--- config.mk ---
export PLATFORM = sky130hd
export DESIGN_NAME = alu_scheduler
export DESIGN_NICKNAME = d
export VERILOG_FILES = /design/src/rtl/alu_scheduler.sv
export SDC_FILE = /design/constraint.sdc
export NUM_CORES = 1
export LEC_CHECK = 0
export ABC_AREA = 1
export BUFFER_PORTS_ARGS = -buffer_cell sky130_fd_sc_hd__buf_4
export CORE_MARGIN = 3
export CORE_UTILIZATION = 40
export CTS_CLUSTER_SIZE = 12
export DETAILED_ROUTE_END_ITERATION = 8
export PLACE_DENSITY = 0.81
export SLEW_MARGIN = 0
export SYNTH_ARGS = -nofsm -noshare
export SYNTH_HDL_FRONTEND = slang
export SYNTH_SLANG_ARGS = --single-unit
--- constraint.sdc ---
create_clock -name clock -period 1.2 [get_ports clock]
set_input_delay 0.18 -clock clock [delete_from_list [all_inputs] [get_ports clock]]
set_output_delay 0.18 -clock clock [all_outputs]
set_load 0.1 [all_outputs]
--- src/rtl/alu_scheduler.sv ---
// Round-robin scheduler sharing one combinational ALU between two requesters.
// Holds ALU inputs for slow ops, registers the result/NZCV and owns the flag register.
module alu_scheduler #(
  parameter int unsigned DATA_WIDTH  = 32,
  parameter int unsigned SLOW_CYCLES = 4
) (
  input  logic                  clock,
  input  logic                  reset,
  input  logic                  req0_valid,
  output logic                  req0_ready,
  input  logic [3:0]            req0_op,
  input  logic [DATA_WIDTH-1:0] req0_a,
  input  logic [DATA_WIDTH-1:0] req0_b,
  input  logic                  req0_setflags,
  input  logic                  req1_valid,
  output logic                  req1_ready,
  input  logic [3:0]            req1_op,
  input  logic [DATA_WIDTH-1:0] req1_a,
  input  logic [DATA_WIDTH-1:0] req1_b,
  input  logic                  req1_setflags,
  output logic                  rsp_valid,
  output logic                  rsp_id,
  output logic [DATA_WIDTH-1:0] rsp_result,
  output logic [3:0]            rsp_flags,
  output logic [3:0]            flags,
  output logic [3:0]            alu_control,
  output logic [DATA_WIDTH-1:0] alu_a,
  output logic [DATA_WIDTH-1:0] alu_b,
  output logic                  alu_carry_in,
  input  logic [DATA_WIDTH-1:0] alu_result,
  input  logic                  alu_n,
  input  logic                  alu_z,
  input  logic                  alu_c,
  input  logic                  alu_v
);

  localparam int unsigned CNT_W = (SLOW_CYCLES > 1) ? $clog2(SLOW_CYCLES) : 1;

  typedef enum logic [1:0] {IDLE, EXEC, RESP} state_t;

  state_t                state_q, state_d;
  logic                  ptr_q;
  logic [3:0]            op_q;
  logic [DATA_WIDTH-1:0] a_q, b_q;
  logic                  sf_q, id_q;
  logic [CNT_W-1:0]      cnt_q;

  logic                  win0, win1, accept, capture, sel_slow;
  logic [3:0]            sel_op;

  // ptr_q is the requester granted last; on a tie the other one wins
  assign win0     = req0_valid && (!req1_valid || ptr_q);
  assign win1     = req1_valid && (!req0_valid || !ptr_q);
  assign accept   = (state_q == IDLE) && (win0 || win1);
  assign capture  = (state_q == EXEC) && (cnt_q == '0);
  assign sel_op   = win1 ? req1_op : req0_op;
  assign sel_slow = (sel_op == 4'd9) || (sel_op == 4'd10) || (sel_op == 4'd11);

  always_ff @(posedge clock or negedge reset) begin
    if (!reset) state_q <= IDLE;
    else        state_q <= state_d;
  end

  always_comb begin
    state_d = state_q;
    case (state_q)
      IDLE:    if (accept) state_d = EXEC;
      EXEC:    if (cnt_q == '0) state_d = RESP;
      RESP:    state_d = IDLE;
      default: state_d = IDLE;
    endcase
  end

  always_comb begin
    req0_ready = 1'b0;
    req1_ready = 1'b0;
    if ((state_q == IDLE) && reset) begin
      req0_ready = win0;
      req1_ready = win1;
    end
  end

  always_ff @(posedge clock or negedge reset) begin
    if (!reset) begin
      ptr_q      <= 1'b1;
      op_q       <= '0;
      a_q        <= '0;
      b_q        <= '0;
      sf_q       <= 1'b0;
      id_q       <= 1'b0;
      cnt_q      <= '0;
      rsp_valid  <= 1'b0;
      rsp_id     <= 1'b0;
      rsp_result <= '0;
      rsp_flags  <= '0;
      flags      <= '0;
    end else begin
      rsp_valid <= capture;
      if (accept) begin
        ptr_q <= win1;
        id_q  <= win1;
        op_q  <= sel_op;
        a_q   <= win1 ? req1_a : req0_a;
        b_q   <= win1 ? req1_b : req0_b;
        sf_q  <= win1 ? req1_setflags : req0_setflags;
        cnt_q <= sel_slow ? CNT_W'(SLOW_CYCLES - 1) : '0;
      end else if ((state_q == EXEC) && (cnt_q != '0)) begin
        cnt_q <= cnt_q - CNT_W'(1);
      end
      // a flag write here only reaches alu_carry_in for later ops
      if (capture) begin
        rsp_result <= alu_result;
        rsp_flags  <= {alu_n, alu_z, alu_c, alu_v};
        rsp_id     <= id_q;
        if (sf_q) flags <= {alu_n, alu_z, alu_c, alu_v};
      end
    end
  end

  assign alu_control  = op_q;
  assign alu_a        = a_q;
  assign alu_b        = b_q;
  assign alu_carry_in = flags[1];

endmodule

==> results of run 1 <==
[Yosys cell counts]
| cell | number | area, um2 |
|---|---|---|
| sky130_fd_sc_hd__o21a_1 | 1 | 7.51 |
| sky130_fd_sc_hd__nand3b_1 | 2 | 15.0 |
| sky130_fd_sc_hd__nand2_2 | 2 | 12.5 |
| sky130_fd_sc_hd__nand2_1 | 190 | 713 |
| sky130_fd_sc_hd__clkinv_1 | 1 | 3.75 |
| sky130_fd_sc_hd__nand3_1 | 5 | 25.0 |
| sky130_fd_sc_hd__a31oi_1 | 1 | 6.26 |
| sky130_fd_sc_hd__inv_2 | 1 | 3.75 |
| sky130_fd_sc_hd__buf_2 | 18 | 90.1 |
| sky130_fd_sc_hd__o21ai_1 | 64 | 320 |
| sky130_fd_sc_hd__a21oi_1 | 3 | 15.0 |
| sky130_fd_sc_hd__dfrtp_1 | 116 | 2900 |
| sky130_fd_sc_hd__buf_4 | 2 | 15.0 |
| sky130_fd_sc_hd__nor2_1 | 73 | 274 |
| sky130_fd_sc_hd__o21ai_0 | 79 | 395 |
| sky130_fd_sc_hd__clkbuf_1 | 17 | 63.8 |
| sky130_fd_sc_hd__o21ai_2 | 1 | 8.76 |
| sky130_fd_sc_hd__nor2_4 | 1 | 11.3 |
| sky130_fd_sc_hd__ha_1 | 1 | 12.5 |
| sky130_fd_sc_hd__dfstp_2 | 1 | 26.3 |
| sky130_fd_sc_hd__inv_1 | 16 | 60.1 |
[per-layer routing]
| metal | overflow | track usage |
|---|---|---|
| met1 | 5 | 0.858 |
| met2 | 472 | 1.13 |
| met3 | 4 | 0.753 |
| met4 | 206 | 1.04 |
| met5 | 1 | 0.279 |
[stage by stage]
step | setup slack (ns) | hold slack (ns) | cell area (um2) | utilization
2_1_floorplan | -0.161 | -0.116 | 5080 | -
3_3_place_gp | -0.0813 | 0.0131 | 7590 | 0.626
3_5_place_dp | -0.119 | 0.0178 | 7590 | 0.626
4_1_cts | -0.427 | 0.0155 | 10800 | 0.892
[kinds of logic after synthesis]
logic type	after synthesis
adders and majority gates	1
DFF	117
AOI/OAI and AO/OA	149
and+or+nand+nor	273
buffers and inverters	55
[timing repair]
| action | CTS |
|---|---|
| setup buffers | 28 |
| endpoints found under the hold margin | 149 |
| gates resized for setup | 410 |
| setup endpoints to repair | 190 |
| pin swaps | 66 |
| gates cloned | 23 |
| hold buffers | 33 |
==> results.md, run 1 <==
STA:
- The last reported worst endpoint of the global-route repair pass is req1_ready.
- After the last repair the worst path ends at an output port.

Floorplan:
- The die width is 118 um.
- After floorplanning, the core was divided into 40 placement rows.
- The height of the die is 118 um.
- The initial utilization of the core area, before any placement, comes to 0.411.
- The I/O pin count is 291.

GRT:
- The initial antenna violation count was 2.
- The overall routing resource usage is 0.924.
- The pin count of the biggest net entering global routing is 82.
- The total overflow reported by the global router is 688.

Synthesis:
- The mean instance size in the synthesized netlist is 8.37 um2.
- The synthesized net count is 774.
- The portion of synthesized area spent on multiplexers is 0.
- Of the total synthesized cell area, the portion taken by XOR and XNOR cells is 0.
- The yosys synthesis warning count is 0.
- The synthesized netlist occupies a cell area of 4980 um2.
- The main combinational cell family by area after synthesis is simple AND/OR/NAND/NOR gates.
- The netlist uses 21 different library cells.
- Synthesis produced a netlist whose cell count is 595.
- The sequential element share of the synthesized area is 0.588.
- The simple-gate share of the synthesized area is 0.211.
- The adder-cell share of the synthesized area is 0.00251.
- The post-synthesis compound-gate area fraction is 0.151.
- The flip-flop and latch count after synthesis is 117.

Status:
- The flow did not finish.
- The tool reported: "[ERROR GRT-0232] Routing congestion too high. Check the congestion heatmap in the GUI".
- The flow stopped in global routing.

Place:
- Once detailed placement completed, the half-perimeter wirelength came to 11,700 um.
- The quantity of I/O buffers inserted on ports is 290.
- The weighted congestion reported at the end of routability-driven placement is 0.796.
- The count of placed standard cells including taps is 1,038.

Clocking:
- TritonCTS created 17 clock buffers.
- The number of sinks handled by clock tree synthesis is 117.
- The maximum clock path buffer count is 2.
- The H-tree depth is 4.
- The root buffer cell is sky130_fd_sc_hd__clkbuf_16.
==> inputs of run 2 (changes only) <==
--- a/config.mk
+++ b/config.mk
@@ -8,10 +8,9 @@
 export ABC_AREA = 1
 export BUFFER_PORTS_ARGS = -buffer_cell sky130_fd_sc_hd__buf_4
 export CORE_MARGIN = 3
-export CORE_UTILIZATION = 40
-export CTS_CLUSTER_SIZE = 12
+export CORE_UTILIZATION = 33
 export DETAILED_ROUTE_END_ITERATION = 8
-export PLACE_DENSITY = 0.81
+export PLACE_DENSITY_LB_ADDON = 0.15
 export SLEW_MARGIN = 0
 export SYNTH_ARGS = -nofsm -noshare
 export SYNTH_HDL_FRONTEND = slang
==> constraint.sdc (replaced) <==
create_clock -name clock -period 1.56 [get_ports clock]
set_input_delay 0.234 -clock clock [delete_from_list [all_inputs] [get_ports clock]]
set_output_delay 0.234 -clock clock [all_outputs]
set_load 0.1 [all_outputs]
==> run 2 against run 1 <==
The flow now finishes, with violations (negative setup slack). Synthesized cell count unchanged. Area after synthesis unchanged.
==> results.md, run 2 <==
Worst setup path:
- The worst-path cell with the longest stage delay is sky130_fd_sc_hd__dfrtp_1.
- Counting both buffers and inverters, the worst setup path holds a total of 1.
- The critical path arrival is 1.42 ns.
- The type of destination of the critical path is an output port.
- The endpoint of the worst-slack reg-to-reg timing path is alu_b[30].
- Traced cell by cell, the critical path runs through nor2_2 -> nand3_1 -> a21oi_2 -> buf_12.
- The beginning of the worst register-to-register path is state_q[1].
- Broken down by cell family, the worst path's largest delay share belongs to flip-flops.
- The worst setup path is launched from a flop.
- Measured in cells, the most critical reg-to-reg path has a length of 8.
- The required arrival time at the worst endpoint is 1.33 ns.
- The maximum single-stage delay on the critical path is 0.39 ns.
- In this run the register-to-register setup slack is 0.10 ns.
- The worst setup path category is reg -> out.
- The highest fanout seen on the critical path is 3.

Floorplan:
- The die covers 16,600 um2.
- The die width is 129 um.
- The height of the die is 129 um.
- The floorplan row count is 44.
- The region available for standard cell placement spans 14,600 um2.
- 291 I/O pins were placed.
- The starting density of the core is 0.340.

STA:
- Measured against its own limit, the worst slew margin works out to 0.300.
- The slew of the pin with the lowest slew margin is 1.05 ns.
- Once routing completed, OpenROAD measured the worst setup slack at -0.0893 ns.
- Summed over all failing endpoints, the final setup total negative slack is -0.159 ns.
- Static timing analysis puts the maximum clock frequency at 0.606 GHz.
- The number of slew-limit violations in the final report came to 0.
- The final count of hold timing violations came to 0.
- Setup repair after global routing could not meet its margin everywhere.
- Setup violations remaining at the end of the flow were counted as 2.
- Dividing the final minimum period by the clock period gives 1.06.
- The minimum clock period after layout is 1.65 ns.
- On the final layout, the worst clock skew is 0.00864 ns.

Synthesis:
- The area of the mapped netlist is 4980 um2.
- Counting instances in the post-synthesis netlist gives the leading cell types as 190 x sky130_fd_sc_hd__nand2_1, 116 x sky130_fd_sc_hd__dfrtp_1, 79 x sky130_fd_sc_hd__o21ai_0.
- The number of different library cells used by synthesis comes to 21.
- After technology mapping, the gate count stands at 595.
- The sequential element share of the synthesized area is 0.588.
- The Yosys step of the flow raised 0 warnings.
- The flip-flop and latch count after synthesis is 117.
- The dominant synthesized flop cell is sky130_fd_sc_hd__dfrtp_1.
- The proportion of synthesized flip-flops having asynchronous set or reset is 1.00.
- The synthesized design spends more area on one cell type than any other, namely sky130_fd_sc_hd__dfrtp_1.
- The mean instance size in the synthesized netlist is 8.37 um2.
- The synthesized net count is 774.
- The portion of synthesized cell area occupied by the leading cell type is 0.583.
- The number of enable flip-flop cells after synthesis is 0.
- The dominant cell by count in the synthesized netlist is sky130_fd_sc_hd__nand2_1.
- Sorting the synthesized cells by area gives the leading types as sky130_fd_sc_hd__dfrtp_1 58%, sky130_fd_sc_hd__nand2_1 14%, sky130_fd_sc_hd__o21ai_0 7.9%.

Hold path:
- Along the worst hold path, the cell count comes to 3.
- The path class of the tightest hold or removal check is in -> reg.
- The path with the worst hold slack has its endpoint at rsp_result[30].
- The worst hold path begins at alu_result[30].

Routing:
- The violation count after the first detailed-route iteration is 235.
- The final layout contains routed wiring with a total length of 16,900 um.
- Summing over every cut layer, the via total after detailed routing is 5,158.
- The final antenna-violating net count is 0.
- The first detailed-routing pass ran for 5 iterations.
- After detailed routing, the average wire length per cell comes to 15.5 um.
- In the routed layout, each cell is associated on average with a via count of 4.72.
- For this run, design rule violations remaining after detail routing come to 0.

Clocking:
- The clock transition time at the flip-flop clock pins of the worst setup and hold paths is 0.05 ns.
- The CTS tree is done.
- The number of buffers inserted during clock tree synthesis is 17.
- The H-tree depth is 4.
- The clock latency reported for the late side of the worst-skew pair is 0.40 ns.
- The maximum clock path buffer count is 2.
- The root buffer cell is sky130_fd_sc_hd__clkbuf_16.
- The number of sinks handled by clock tree synthesis is 117.

Cells and area:
- In the final layout, flip-flops and latches occupy 2930 um2.
- In the final design database the tool counted 1,075 nets.
- The multi-input combinational cells in the finished layout cover a total of 1850 um2.
- The area added between synthesis and finish is 64.8%.
- The number of filler cells placed in the layout is 1,338.
- After the flow finishes, the layout carries non-filler instances totaling 1,093.
- The fraction of layout cells with a size suffix above 1 is 0.394.
- The leading cell type in the layout, fill and taps excluded is sky130_fd_sc_hd__buf_4.
- The antenna diode count is 0.
- In the layout the commonest cells are 301 x sky130_fd_sc_hd__buf_4, 189 x sky130_fd_sc_hd__nand2_1, 115 x sky130_fd_sc_hd__dfrtp_1.
- Once layout is complete, the utilization of the core stands at 0.561.

GRT:
- The overall routing resource usage is 0.195.
- Entering global routing, the biggest net connects 82 pins.
- The total overflow reported by the global router is 0.
- The initial antenna violation count came to 0.
- The wire length of the first global-routing pass is 25,500 um.
- The number of global-route vias before repair is 5,016.

Place:
- In this run, placement finished with an instance count of 1,050.
- The weighted congestion reported at the end of routability-driven placement is 0.795.
- The quantity of I/O buffers inserted on ports is 290.
- The HPWL after detailed placement is 12,100 um.
- The post-placement setup slack is 0.0712 ns.

Status:
- The checks that failed: negative setup slack.
- The flow ran to the end, but the final reports show violations.

Flow run:
- The number of max-cap violations is 0.
==> run 2: cell counts after synthesis <==
No cell type changed its count.
==> run 2: per-stage QoR <==
stage | hold slack (ns) | cell area (um2)
finish | 0.0294 | 8210
global route | 0.0111 | 8210
CTS | 0.00470 | 8080
detailed placement | 0.354 | 7440
global placement | 0.339 | 7440
floorplan | -0.0616 | 4990
==> run 2: worst max path at each step <==
stage	endpoint	start	slack (ns)	depth (start not counted)
2_1_floorplan	req0_ready	state_q[1]	-0.20	3
3_3_place_gp	req1_ready	ptr_q	0.12	5
3_5_place_dp	alu_a[20]	ptr_q	0.07	6
4_1_cts	req0_ready	state_q[1]	-0.11	4
5_1_grt	req0_ready	state_q[0]	-0.15	4
6_report	req0_ready	state_q[0]	-0.09	4
==> run 2: worst reg2reg max path, delay by kind of cell (launching register included) <==
kind | cells | cell delay, ns
buffers and inverters | 4 | 0.49
and+or+nand+nor | 2 | 0.30
DFF | 1 | 0.38
AOI/OAI and AO/OA | 2 | 0.22
==> run 2: logic make-up after synthesis <==
family | Yosys count | share of synthesized area
AND/OR/NAND/NOR | 273 | 0.211
AO/OA/AOI/OAI | 149 | 0.151
flip-flops | 117 | 0.588
adder cells (fa/ha/maj) | 1 | 0.00251
buffers and inverters | 55 | 0.0475
==> run 2: layer usage <==
layer / track usage / vias up / wire [um]
met5: 0 / - / 0
met4: 0.0655 / 0 / 260
met3: 0.0672 / 19 / 1470
met2: 0.322 / 233 / 8180
met1: 0.240 / 2389 / 7010
li1: - / 2517 / -
==> run 2: area by class of cell <==
class	instances	area share
flip-flops and latches	117	0.357
repair buffers	319	0.312
multi-input cells	423	0.225
clock buffers	22	0.0565
well taps	184	0.0280
clock inverters	10	0.0128
inverters	18	0.00823
==> run 2: repair_timing <==
action / in CTS / in global routing
setup endpoints to repair: 2 / 75
hold buffers: 1 / 0
setup buffers: 3 / 4
pin swaps: 3 / 5
gates cloned: 0 / 3
hold endpoints to repair: 36 / 0
gates resized for setup: 9 / 9
Power of run 2 is not shown: default switching activity piles up to over one toggle a cycle in this logic, so the estimate is an artifact.
==> inputs of run 3 (changes only) <==
--- a/config.mk
+++ b/config.mk
@@ -10,7 +10,9 @@
 export CORE_MARGIN = 3
 export CORE_UTILIZATION = 33
 export DETAILED_ROUTE_END_ITERATION = 8
+export HOLD_SLACK_MARGIN = 0.06
 export PLACE_DENSITY_LB_ADDON = 0.15
+export SKIP_LAST_GASP = 1
 export SLEW_MARGIN = 0
 export SYNTH_ARGS = -nofsm -noshare
 export SYNTH_HDL_FRONTEND = slang
==> run 3 against run 2 <==
The run still ends with negative setup slack left. Non-clock buffer count rose by 32. Critical path depth stayed put. Flip-flop and latch count is the same. Cell count grew 2.9%. Register-to-register slack about the same. Utilization is 2.2 points higher. Sequential share of layout area is 1.3 points lower. Via count grew 2.4%. Die area unchanged. Design area is 3.9% higher. Largest cell class unchanged.
==> results.md, run 3 (same netlist as run 2, synthesis figures left out) <==
Status:
- The run finished, with violations left.
- The checks that failed: negative setup slack.

Place:
- The quantity of I/O buffers inserted on ports is 290.
- The HPWL after detailed placement is 12,100 um.
- In this run the cell area measured after placement is 7440 um2.
- Routability-driven placement finished with a final weighted congestion of 0.795.

Routing:
- After detailed routing, the total wire length is 17,300 um.
- The post-detailed-route wirelength per cell is 15.4 um.
- The first detailed-routing pass ran for 4 iterations.
- Using the TritonRoute via totals, the vias-per-cell ratio works out to 4.70.
- The detail route stage leaves a number of antenna-violating nets equal to 0.
- The number of DRC violations after detailed routing is 0.
- The violation count after the first detailed-route iteration is 229.
- The routed layout has 5,284 vias.

GRT:
- The overall routing resource usage is 0.202.
- The number of global-route vias before repair is 5,193.
- Entering global routing, the biggest net connects 82 pins.
- The initial antenna violation count is 0.
- The total overflow reported by the global router is 0.
- The first global-routing pass estimated 26,300 um of wire.

Worst setup path:
- The type of destination of the critical path is an output port.
- The worst setup path is launched from a flop.
- The critical path goes through nor2_2 -> nand3_1 -> a21oi_2 -> buf_12.
- On the critical path, the stage with the largest delay is an instance of sky130_fd_sc_hd__dfrtp_1.
- The maximum single-stage delay on the critical path is 0.39 ns.
- The critical path arrival is 1.42 ns.
- The endpoint identified for the worst register-to-register timing path is alu_b[30].
- For the worst flop-to-flop path, the logic depth is 8.
- The reg2reg setup slack is 0.10 ns.
- The required arrival time at the worst endpoint is 1.33 ns.
- Along the worst path, the maximum fanout reaches 3.
- The setup path with the least slack is of type reg -> out.
- The startpoint identified for the worst register-to-register timing path is state_q[1].

Clocking:
- No sink is reached through more buffers than the 2 on the longest clock path.
- TritonCTS built the clock tree.
- Clock tree synthesis found a total of 117 sinks.
- The H-tree depth is 4.
- Clock-pin slew was measured on the worst setup and hold paths at 0.05 ns.
- The root buffer cell is sky130_fd_sc_hd__clkbuf_16.
- The clock latency reported for the late side of the worst-skew pair is 0.40 ns.
- Buffers inserted during clock tree synthesis total 17.

STA:
- After routing, the total negative slack on setup checks comes to -0.162 ns.
- The tightest slew margin relative to the limit is 0.297.
- The number of endpoints failing setup at the final stage is 2.
- Subtracting the final worst setup slack from the clock period gives 1.65 ns.
- In the finished design, the share of the clock period the worst path needs comes to 1.06.
- The slew of the pin with the lowest slew margin is 1.05 ns.
- The number of slew-limit violations in the final report is 0.
- Setup repair after global routing could not meet its margin everywhere.
- The post-layout worst setup margin is -0.0892 ns.
- The final count of hold timing violations came to 0.
- The clock arrives with 0.00605 ns of skew.
- For this run, the top clock speed supported by timing is 0.606 GHz.

Floorplan:
- The floorplan row count is 44.
- The die width is 129 um.
- For this configuration, the core starts out at a cell density of 0.340.
- The region available for standard cell placement spans 14,600 um2.
- The area of the die is 16,600 um2.
- Measured along the y axis, the die boundary spans 129 um.
- The I/O pin count is 291.

Hold path:
- The start point of the worst hold path is req0_a[23].
- The tightest min-delay check is of the in -> reg type.
- The worst hold path depth is 3.
- The hold path endpoint is alu_a[23].

Cells and area:
- The multi-input combinational cells in the finished layout cover a total of 1850 um2.
- Leaving out fill and tap cells, the most frequent cells in the layout are 301 x sky130_fd_sc_hd__buf_4, 189 x sky130_fd_sc_hd__nand2_1, 115 x sky130_fd_sc_hd__dfrtp_1.
- The storage element area is 2930 um2.
- The repair_antennas step left the layout with diodes totalling 0.
- At the end of the flow the core is filled with cells to 0.583.
- The fraction of layout cells with a size suffix above 1 is 0.380.
- The library cell used most frequently in the layout, excluding fill and tap cells, is sky130_fd_sc_hd__buf_4.
- From synthesis to final layout, the design area changed by 71.2%.
- The final design instance area without fill is 8530 um2.
- The number of filler cells placed in the layout is 1,295.
- The final layout contains 1,107 nets.

Flow run:
- The tool flagged a number of max-cap violations equal to 0.
[run 3: cell type report]
cell class              count  share of cell area
clock buffers              22              0.0544
clock inverters            10              0.0123
inverters                  18             0.00792
multi-input cells         423               0.217
flip-flops and latches    117               0.344
well taps                 184              0.0270
repair buffers            351               0.338
[run 3: metrics by stage]
| stage | instances | worst slack [ns] | hold WS [ns] |
|---|---|---|---|
| 4_1_cts | 1118 | -0.109 | 0.0618 |
| 3_3_place_gp | 1050 | 0.117 | 0.339 |
| 2_1_floorplan | 595 | -0.200 | -0.0616 |
| 6_report | 1125 | -0.0892 | 0.0856 |
| 5_1_grt | 1125 | -0.147 | 0.0748 |
| 3_5_place_dp | 1050 | 0.0712 | 0.354 |
[run 3: worst max path at each step]
stage / from / to / slack (ns) / cells after the start
floorplan: state_q[1] / req0_ready / -0.20 / 3
global placement: ptr_q / req1_ready / 0.12 / 5
detailed placement: ptr_q / alu_a[20] / 0.07 / 6
CTS: state_q[1] / req0_ready / -0.11 / 4
global route: state_q[0] / req0_ready / -0.15 / 4
finish: state_q[0] / req0_ready / -0.09 / 4
[run 3: metal layers]
layer  up-vias  GRT usage  share of wire
met2       218      0.338           0.49
li1       2584          -              -
met5         -          0              0
met4         0     0.0679          0.016
met1      2457      0.242           0.42
met3        25     0.0697          0.078
[run 3: what timing repair did]
item / in CTS / in global routing
setup buffers: 3 / 4
endpoints found under the hold margin: 68 / 0
setup endpoints to repair: 2 / 75
pin swaps: 3 / 5
hold buffers: 33 / 0
resized for setup: 8 / 10
cloned: 0 / 3
[run 3: critical path: cells and delay by family, from the launching register on]
family,cells,cell delay (ns)
compound gates,1,0.18
buf+inv,1,0.20
flops,1,0.39
simple gates,2,0.24
Power of run 3 is left out for the same reason.
==> inputs of run 4 (changes only) <==
--- a/config.mk
+++ b/config.mk
@@ -12,6 +12,7 @@
 export DETAILED_ROUTE_END_ITERATION = 8
 export HOLD_SLACK_MARGIN = 0.06
 export PLACE_DENSITY_LB_ADDON = 0.15
+export RECOVER_POWER = 100
 export SKIP_LAST_GASP = 1
 export SLEW_MARGIN = 0
 export SYNTH_ARGS = -nofsm -noshare
==> run 4 against run 3 <==
The flow still finishes with violations (negative setup slack). Critical path depth unchanged. Via count about the same. Fmax barely moved. Die area did not move. Clock skew hardly changed. Global-route usage stayed put. Non-clock buffer count did not move. Hold slack barely moved. Clock-buffer cell count is the same. First-iteration DRC count down 19%. Worst setup slack barely moved. Critical endpoint unchanged.
==> results.md, run 4 (same netlist as run 2, synthesis figures left out) <==
Cells and area:
- Counting the fill cells in the layout gives 1,365.
- The net count of the finished layout is 1,107.
- The antenna diode count is 0.
- For this run, the number of standard cells in the final layout without fillers is 1,125.
- The area added between synthesis and finish is 65.5%.
- In the final layout, the share of cells above drive strength 1 is 0.380.
- The leading cell type in the layout, fill and taps excluded is sky130_fd_sc_hd__nand2_1.
- The fraction of the core area covered by cells at the end of the flow is 0.563.
- The library cells used most frequently in the layout, excluding fill and tap cells, are 189 x sky130_fd_sc_hd__nand2_1, 184 x sky130_fd_sc_hd__buf_4, 115 x sky130_fd_sc_hd__dfrtp_1.

Worst setup path:
- The endpoint of the worst-slack reg-to-reg timing path is alu_a[11].
- In this run the critical register-to-register path is launched from state_q[0].
- The largest individual stage delay along the critical path comes from the cell sky130_fd_sc_hd__dfrtp_1.
- The critical path arrival is 1.42 ns.
- The critical path goes through nor2_2 -> nand3_1 -> a21oi_2 -> buf_12.
- For the worst setup path, the data required time is 1.33 ns.
- On the worst path, the slowest cell contributes a delay of 0.39 ns.
- Counting cells, the worst reg-to-reg path comes to 8.
- The critical path in this run is classified as reg -> out.
- The type of destination of the critical path is an output port.
- The worst setup path is launched from a flop.
- In this run the register-to-register setup slack is 0.03 ns.
- Tracing the worst setup path back leads to its startpoint at state_q[0].
- The highest fanout seen on the critical path is 3.

Clocking:
- The tree built by TritonCTS fans out to 117 sinks.
- TritonCTS built the clock tree.
- The longest clock path from root to sink contains 2 buffers.
- TritonCTS created 17 clock buffers.
- The clock transition time at the flip-flop clock pins of the worst setup and hold paths is 0.06 ns.
- CTS built an H-tree with a depth of 4.
- In this run the clock root is driven by a sky130_fd_sc_hd__clkbuf_16.
- The clock latency reported for the late side of the worst-skew pair is 0.40 ns.

Routing:
- The first routing iteration left 185 violations.
- The final antenna-violating net count is 0.
- The iteration count of the initial detailed-routing pass is 6.
- The number of DRC violations after detailed routing is 0.
- The via count is 5,286.
- Dividing the detail-routed via count by the number of cells gives 4.70.
- The post-detailed-route wirelength per cell is 15.4 um.
- After detailed routing, the total wire length is 17,300 um.

GRT:
- The number of global-route vias before repair came to 5,193.
- The initial antenna violation count came to 0.
- For this run the aggregate overflow at the end of global routing stands at 0.
- Across every metal layer, demand over resource in global routing totals 0.202.
- The pin count of the biggest net entering global routing is 82.
- The wire length of the first global-routing pass is 26,300 um.

Place:
- The weighted congestion reported at the end of routability-driven placement is 0.795.
- OpenSTA, run right after detailed placement, puts the worst setup slack at 0.0712 ns.
- The quantity of I/O buffers inserted on ports is 290.
- In this run, placement finished with an instance count of 1,050.
- After legalization and detailed placement, the total HPWL measured 12,100 um.

STA:
- Setup repair after global routing could not meet its margin everywhere.
- Setup violations remaining at the end of the flow were counted as 2.
- The slew of the pin with the lowest slew margin is 1.13 ns.
- Dividing the final minimum period by the clock period gives 1.06.
- Across all setup checks in the final design, the least slack found is -0.0895 ns.
- The final count of hold timing violations is 0.
- On the final layout, the worst clock skew is 0.00635 ns.
- Setup total negative slack on the finished layout was measured at -0.162 ns.
- The minimum clock period after layout is 1.65 ns.
- In this run the tightest slew margin relative to its limit is 0.245.
- For this run, the top clock speed supported by timing is 0.606 GHz.
- The number of slew-limit violations in the final report is 0.

Floorplan:
- The area of the die is 16,600 um2.
- From bottom edge to top edge, the die measures 129 um.
- The floorplan step defined a core boundary enclosing 14,600 um2.
- The I/O pin count is 291.
- The die width is 129 um.
- The floorplan row count is 44.
- The starting density of the core is 0.340.

Hold path:
- The class of the tightest hold or removal check is in -> reg.
- The worst hold path depth is 3.
- The hold path endpoint is alu_b[15].
- In this run the most critical hold path is launched from req0_b[15].

Status:
- The final reports fail on negative setup slack.
- The flow ran to the end, but the final reports show violations.

Flow run:
- Max-cap violations in this run came to 0.
[run 4: changes by cell type in the layout (fill, tap and decap cells not counted)]
cell,before,now
sky130_fd_sc_hd__buf_12,8,7
sky130_fd_sc_hd__buf_2,0,97
sky130_fd_sc_hd__buf_4,301,184
sky130_fd_sc_hd__buf_8,1,2
sky130_fd_sc_hd__clkbuf_2,0,12
sky130_fd_sc_hd__clkbuf_4,0,8
sky130_fd_sc_hd__o21ai_2,0,1
sky130_fd_sc_hd__o21ai_4,1,0
[run 4: worst max-delay path by stage]
stage | end | slack [ns] | depth (start not counted)
after floorplan | req0_ready | -0.20 | 3
after global placement | req1_ready | 0.12 | 5
after detailed placement | alu_a[20] | 0.07 | 6
after CTS | req0_ready | -0.11 | 4
after global routing | req0_ready | -0.15 | 4
final | req0_ready | -0.09 | 4
[run 4: per-stage QoR]
step                area (um2)  hold WS [ns]
floorplan                 4990       -0.0616
finish                    8250        0.0860
detailed placement        7440         0.354
global placement          7440         0.339
CTS                       8390        0.0618
global route              8250        0.0748
[run 4: timing repair]
item,4_1_cts,5_1_grt
pin swaps,3,5
hold buffers,33,0
endpoints found under the hold margin,68,0
cloned,0,3
buffers inserted,3,4
gates resized for setup,8,10
endpoints found under the setup margin,2,75
[run 4: area by class of cell]
cell class / instances / area (um2) / share of cell area
Inverter: 18 / 67.6 / 0.00819
Clock inverter: 10 / 105 / 0.0127
Clock buffer: 22 / 464 / 0.0563
Sequential cell: 117 / 2930 / 0.355
Multi-Input combinational cell: 423 / 1840 / 0.224
Tap cell: 184 / 230 / 0.0279
Timing Repair Buffer: 351 / 2610 / 0.316
[run 4: per-layer routing]
| metal | global-route usage | wire [um] | vias to the layer above |
|---|---|---|---|
| li1 | - | - | 2582 |
| met1 | 0.242 | 7220 | 2458 |
| met2 | 0.338 | 8370 | 225 |
| met3 | 0.0697 | 1410 | 21 |
| met4 | 0.0679 | 289 | 0 |
| met5 | 0 | 0 | - |
[run 4: worst max-delay path: cells and delay by family (launching register included)]
kind                   cells  cell delay, ns
AOI/OAI and AO/OA          1            0.18
buffers and inverters      1            0.20
DFF                        1            0.39
and+or+nand+nor            2            0.24
Power of run 4 is left out for the same reason.
